--- config.mk ---
export PLATFORM = sky130hd
export DESIGN_NAME = seq_divider
export DESIGN_NICKNAME = d
export VERILOG_FILES = /design/src/rtl/seq_divider_pkg.sv /design/src/rtl/seq_divider_div_step.sv /design/src/rtl/seq_divider.sv
export SDC_FILE = /design/constraint.sdc
export NUM_CORES = 1
export LEC_CHECK = 0
export CAP_MARGIN = 20
export CORE_MARGIN = 2
export CORE_UTILIZATION = 59
export DETAILED_ROUTE_END_ITERATION = 7
export PLACE_DENSITY = 0.86
export SLEW_MARGIN = 10
export SYNTH_ARGS = -nofsm -noshare
export SYNTH_HDL_FRONTEND = slang
export SYNTH_SLANG_ARGS = --single-unit
--- constraint.sdc ---
create_clock -name clk -period 38.5 [get_ports clk]
set_clock_uncertainty 0.2 [all_clocks]
set_input_delay 7.7 -clock clk [delete_from_list [all_inputs] [get_ports clk]]
set_output_delay 7.7 -clock clk [all_outputs]
set_load 0.01 [all_outputs]
--- src/rtl/seq_divider_pkg.sv ---
// Shared constants for the divider datapath: FSM encoding and default operand width.
// Latency: n/a (declarations only).
// Backpressure: n/a.
package seq_divider_pkg;

   // Operand width shared with the multiplier side
   localparam int DEFAULT_WIDTH = 32;

   // FSM encoding kept as plain 2-bit constants for legacy tool compatibility
   localparam logic [1:0] ST_IDLE = 2'd0;
   localparam logic [1:0] ST_CALC = 2'd1;
   localparam logic [1:0] ST_DONE = 2'd2;

endpackage

--- src/rtl/seq_divider_div_step.sv ---
// One restoring-division iteration: trial subtract of the divisor from the partial remainder.
// Latency: purely combinational.
// Backpressure: none; evaluated every cycle by the parent.
module div_step
   import seq_divider_pkg::*;
#(
   parameter int WIDTH = DEFAULT_WIDTH
) (
   input  logic [WIDTH:0]   r,
   input  logic [WIDTH-1:0] divisor,
   output logic [WIDTH-1:0] rem_next,
   output logic             qbit
);

   logic [WIDTH:0]   t;
   logic [WIDTH-1:0] bor;

   // Half subtractor at the LSB: no borrow comes in
   assign t[0]   = r[0] ^ divisor[0];
   assign bor[0] = ~r[0] & divisor[0];

   // Ripple borrow chain of full-subtractor cells
   genvar i;
   for (i = 1; i < WIDTH; i++) begin : g_fs
      assign t[i]   = r[i] ^ divisor[i] ^ bor[i-1];
      assign bor[i] = (~r[i] & divisor[i]) | (~(r[i] ^ divisor[i]) & bor[i-1]);
   end

   // Top bit subtracts an implicit zero; its value is the sign of the trial result
   assign t[WIDTH] = r[WIDTH] ^ bor[WIDTH-1];

   // Non-negative trial result means the divisor fits: keep it, else restore
   assign qbit     = ~t[WIDTH];
   assign rem_next = qbit ? t[WIDTH-1:0] : r[WIDTH-1:0];

endmodule

--- src/rtl/seq_divider.sv ---
// Unsigned restoring divider producing one quotient bit per clock.
// Latency: done pulses WIDTH+1 cycles after an accepted start (1 cycle for divide-by-zero).
// Backpressure: start is only taken while ready=1; starts while busy or done are dropped.
module seq_divider
   import seq_divider_pkg::*;
#(
   parameter int WIDTH = DEFAULT_WIDTH
) (
   input  logic             clk,
   input  logic             rst,
   input  logic             start,
   input  logic [WIDTH-1:0] dividend,
   input  logic [WIDTH-1:0] divisor,
   output logic             ready,
   output logic             busy,
   output logic             done,
   output logic [WIDTH-1:0] quotient,
   output logic [WIDTH-1:0] remainder,
   output logic             div_by_zero
);

   localparam int CW = (WIDTH > 2) ? $clog2(WIDTH) : 1;

   logic [1:0]       state;
   logic [WIDTH-1:0] dq;       // dividend shifts out of the top, quotient shifts in at the bottom
   logic [WIDTH-1:0] dvs;
   logic [WIDTH-1:0] rem;
   logic [CW-1:0]    count;
   logic [WIDTH-1:0] rem_next;
   logic             qbit;

   div_step #(.WIDTH(WIDTH)) u_step (
      .r        ({rem, dq[WIDTH-1]}),
      .divisor  (dvs),
      .rem_next (rem_next),
      .qbit     (qbit)
   );

   assign ready = (state == ST_IDLE);
   assign busy  = (state == ST_CALC);

   // FSM, iteration counter, shift registers and result registers
   always_ff @(posedge clk) begin
      if (rst) begin
         state       <= ST_IDLE;
         dq          <= '0;
         dvs         <= '0;
         rem         <= '0;
         count       <= '0;
         done        <= 1'b0;
         quotient    <= '0;
         remainder   <= '0;
         div_by_zero <= 1'b0;
      end else begin
         done <= 1'b0;
         case (state)
            ST_IDLE: begin
               if (start) begin
                  if (divisor != '0) begin
                     dq          <= dividend;
                     dvs         <= divisor;
                     rem         <= '0;
                     count       <= '0;
                     div_by_zero <= 1'b0;
                     state       <= ST_CALC;
                  end else begin
                     // Divide-by-zero skips the iterations; DONE publishes dq/rem as-is
                     dq          <= '1;
                     rem         <= dividend;
                     quotient    <= '1;
                     remainder   <= dividend;
                     div_by_zero <= 1'b1;
                     state       <= ST_DONE;
                  end
               end
            end
            ST_CALC: begin
               dq    <= {dq[WIDTH-2:0], qbit};
               rem   <= rem_next;
               count <= count + 1'b1;
               if (count == CW'(WIDTH - 1)) begin
                  state <= ST_DONE;
               end
            end
            ST_DONE: begin
               done      <= 1'b1;
               quotient  <= dq;
               remainder <= rem;
               state     <= ST_IDLE;
            end
            default: begin
               state <= ST_IDLE;
            end
         endcase
      end
   end

endmodule

==> results.sh <==
export IMPL_syn_area_um2=8870
export IMPL_rows=44
export IMPL_cp_common_cell="fa_1"
export IMPL_slew_headroom_pct=31.9
export IMPL_seq_area_frac_synth_pct=38.1
export IMPL_die_y_um=127
export IMPL_grt_pass1_wl_um=37800
export IMPL_hold_buffers=0
export IMPL_synth_cell_types=47
export IMPL_syn_avg_cell_area_um2=9.17
export IMPL_finalHoldViolations=0
export IMPL_synth_xor_area_share_pct=0.0988
export IMPL_clk_latency_ns=0.43
export IMPL_synthMuxAreaShare_pct=7.79
export IMPL_setup_worst_path_end_class="register"
export IMPL_nNetsFinal=1135
export IMPL_powerDensity_nw_per_um2=42.8
export IMPL_dr_total_vias=8061
export IMPL_dp_slack_ns=24.29
export IMPL_synth_simple_gate_area_share_pct=16.0
export IMPL_cts_tree="built"
export IMPL_syn_nets=1068
export IMPL_wl_um=23700
export IMPL_crit_type="register to register"
export IMPL_post_cts_repair_setup_buffers=0
export IMPL_grt_pass1_vias=7205
export IMPL_maxCapViolations=0
export IMPL_finalNonFillerCells=1229
export IMPL_drtIter0Drc=1221
export IMPL_fin_crit_sh_pct=37.4
export IMPL_antenna_found_initial=0
export IMPL_cts_htree_levels=4
export IMPL_ant_nets=0
export IMPL_worst_slew_pin_slew_ns=1.02
export IMPL_min_period_ns=14.42
export IMPL_status="completed"
export IMPL_synthAdderAreaFrac_pct=7.42
export IMPL_gp_congestion=0.856
export IMPL_drcViolationCount=0
export IMPL_finalSetupTns_ns=0
export IMPL_fmax_mhz=69.4
export IMPL_drt_pre_antenna_iters=7
export IMPL_ios=135
export IMPL_portBuffers=134
export IMPL_crit_slowest_cell="buf_4"
export IMPL_synthCells=967
export IMPL_p_leak_nw=3.70
export IMPL_dp_cells=1198
export IMPL_whs_path_depth=2
export IMPL_total_power_mw=0.459
export IMPL_critPathArrivalTime_ns=14.48
export IMPL_die_w_um=127
export IMPL_rsz0062_at_grt="false"
export IMPL_diodes=0
export IMPL_synth_compound_area_share_pct=23.6
export IMPL_clock_path_buffers=2
export IMPL_ir_worst_vdd_v=0.0000342
export IMPL_grt_overflow=0
export IMPL_dpl_hpwl_um=15100
export IMPL_wl_per_cell_um=19.3
export IMPL_synthToLayoutAreaGrowth_pct=21.0
export IMPL_grt_max_degree=132
export IMPL_fp_coreArea_um2=14600
export IMPL_max_stage_delay_ns=0.51
export IMPL_crit_fanout=65
export IMPL_final_common_cell="nand2_1"
export IMPL_start_kind="register"
export IMPL_synth_top_family_by_area="compound AO/OA/AOI/OAI gates"
export IMPL_cp_required_ns=38.57
export IMPL_dieArea_um2=16000
export IMPL_clk_pin_slew_ns=0.06
export IMPL_ys_ff_latch=169
export IMPL_start_util_pct=60.8
export IMPL_mostFrequentLayoutCells="nand2_1, dfxtp_1, clkdlybuf4s50_1"
export IMPL_setup_ws_ns=24.08
export IMPL_post_cts_resized=0
export IMPL_setup_viol=0
export IMPL_clock_sinks=169
export IMPL_num_fill_cells=1049
export IMPL_grt_use_total_pct=29.1
export IMPL_cts_made_buffers=17
export IMPL_reg2reg_depth=38
export IMPL_drv_slew=0
export IMPL_synth_warning_count=0
export IMPL_vias_per_cell=6.56
export IMPL_min_path_type="register to register"
export IMPL_drive_above_1_share_pct=12.6
export IMPL_cts_root_buffer="clkbuf_16"
==> registers in the layout, summed over array words and instances (netlist names) <==
register     flops
rem             32
count            5
div_by_zero      1
done             1
remainder       32
dvs             32
dq              32
state            2
quotient        32
==> cell usage after synthesis (all sizes together) <==
library cell | number | area share, %
mux2i | 33 | 3.7
buf | 48 | 3.2
a311oi | 30 | 4.9
a31oi | 34 | 2.6
or3b | 1 | 0.099
nand4 | 65 | 4.6
a21oi | 6 | 0.51
nand2 | 195 | 8.3
o21ai | 33 | 1.9
xnor2 | 1 | 0.099
and4 | 2 | 0.20
a22oi | 32 | 2.7
o221ai | 33 | 3.3
nor2 | 38 | 1.6
clkbuf | 55 | 2.3
and2 | 2 | 0.14
inv | 34 | 1.4
a41oi | 1 | 0.099
nand3 | 3 | 0.17
dfxtp | 169 | 38
and3 | 1 | 0.071
or2 | 1 | 0.071
nand2b | 2 | 0.14
o221a | 32 | 4.1
nor4 | 8 | 0.56
o211ai | 32 | 2.7
a211oi | 5 | 0.59
nor2b | 1 | 0.071
a31o | 1 | 0.099
fa | 31 | 7.0
a2111oi | 1 | 0.099
o21a | 1 | 0.085
ha | 3 | 0.42
a221oi | 1 | 0.099
mux2 | 32 | 4.1
==> cells by family (layout without fill, tap and decap cells) <==
kind of cell             Yosys count  after routing
XOR/XNOR                           1              1
adder cells (fa/ha/maj)           34             34
AO/OA/AOI/OAI                    242            242
AND/OR/NAND/NOR                  319            319
buffers and inverters            137            215
flip-flops                       169            169
multiplexers                      65             65
==> layout make-up <==
type	count	area [um^2]	area share, %
Clock buffer	22	454	4.23
Clock inverter	8	146	1.36
Inverter	34	129	1.20
Multi-Input combinational cell	661	4900	45.7
Sequential cell	169	3380	31.5
Tap cell	184	230	2.15
Timing Repair Buffer	151	1480	13.8
==> per-layer routing <==
layer	part of all wire (%)	GRT usage [%]	vias up	wire [um]
met5	0	0	-	0
met4	1.8	9.18	0	422
met3	9.4	5.27	43	2220
met2	46	43.1	469	10800
met1	43	43.2	3836	10200
li1	-	-	3713	-
==> stage by stage <==
| step | util, % | instance area (um^2) | hold WS (ns) |
|---|---|---|---|
| after floorplan | - | 8870 | 0.238 |
| after global placement | 69.2 | 10100 | 0.274 |
| after detailed placement | 69.2 | 10100 | 0.278 |
| after CTS | 73.3 | 10700 | 0.286 |
| after global routing | 73.5 | 10700 | 0.307 |
| final | 73.5 | 10700 | 0.284 |
==> worst paths after layout <==
| check | startpoint | end | slack, ns |
|---|---|---|---|
| worst max-delay path | dq[31]$_SDFFE_PP0P_ | rem[4]$_SDFFE_PP0P_ | 24.08 |
| worst min-delay path | dvs[25]$_SDFFE_PP0P_ | dvs[25]$_SDFFE_PP0P_ | 0.28 |
| worst max register to register | dq[31]$_SDFFE_PP0P_ | rem[4]$_SDFFE_PP0P_ | 24.08 |
| worst min register to register | dvs[25]$_SDFFE_PP0P_ | dvs[25]$_SDFFE_PP0P_ | 0.28 |
==> critical path, delay by kind of cell (launching register included) <==
| family | cells | cell delay, ns |
|---|---|---|
| buffers and inverters | 2 | 0.59 |
| AND/OR/NAND/NOR | 1 | 0.13 |
| XOR/XNOR | 1 | 0.13 |
| AO/OA/AOI/OAI | 2 | 0.26 |
| adder cells (fa/ha/maj) | 32 | 12.59 |
| flip-flops | 1 | 0.36 |
==> power breakdown <==
part	internal (mW)	total, mW	switching (mW)
clock network	0.109	0.177	0.0676
logic	0.0354	0.0872	0.0517
registers	0.184	0.195	0.0109
total	0.329	0.459	0.130
(Power assumes the default switching activity.)
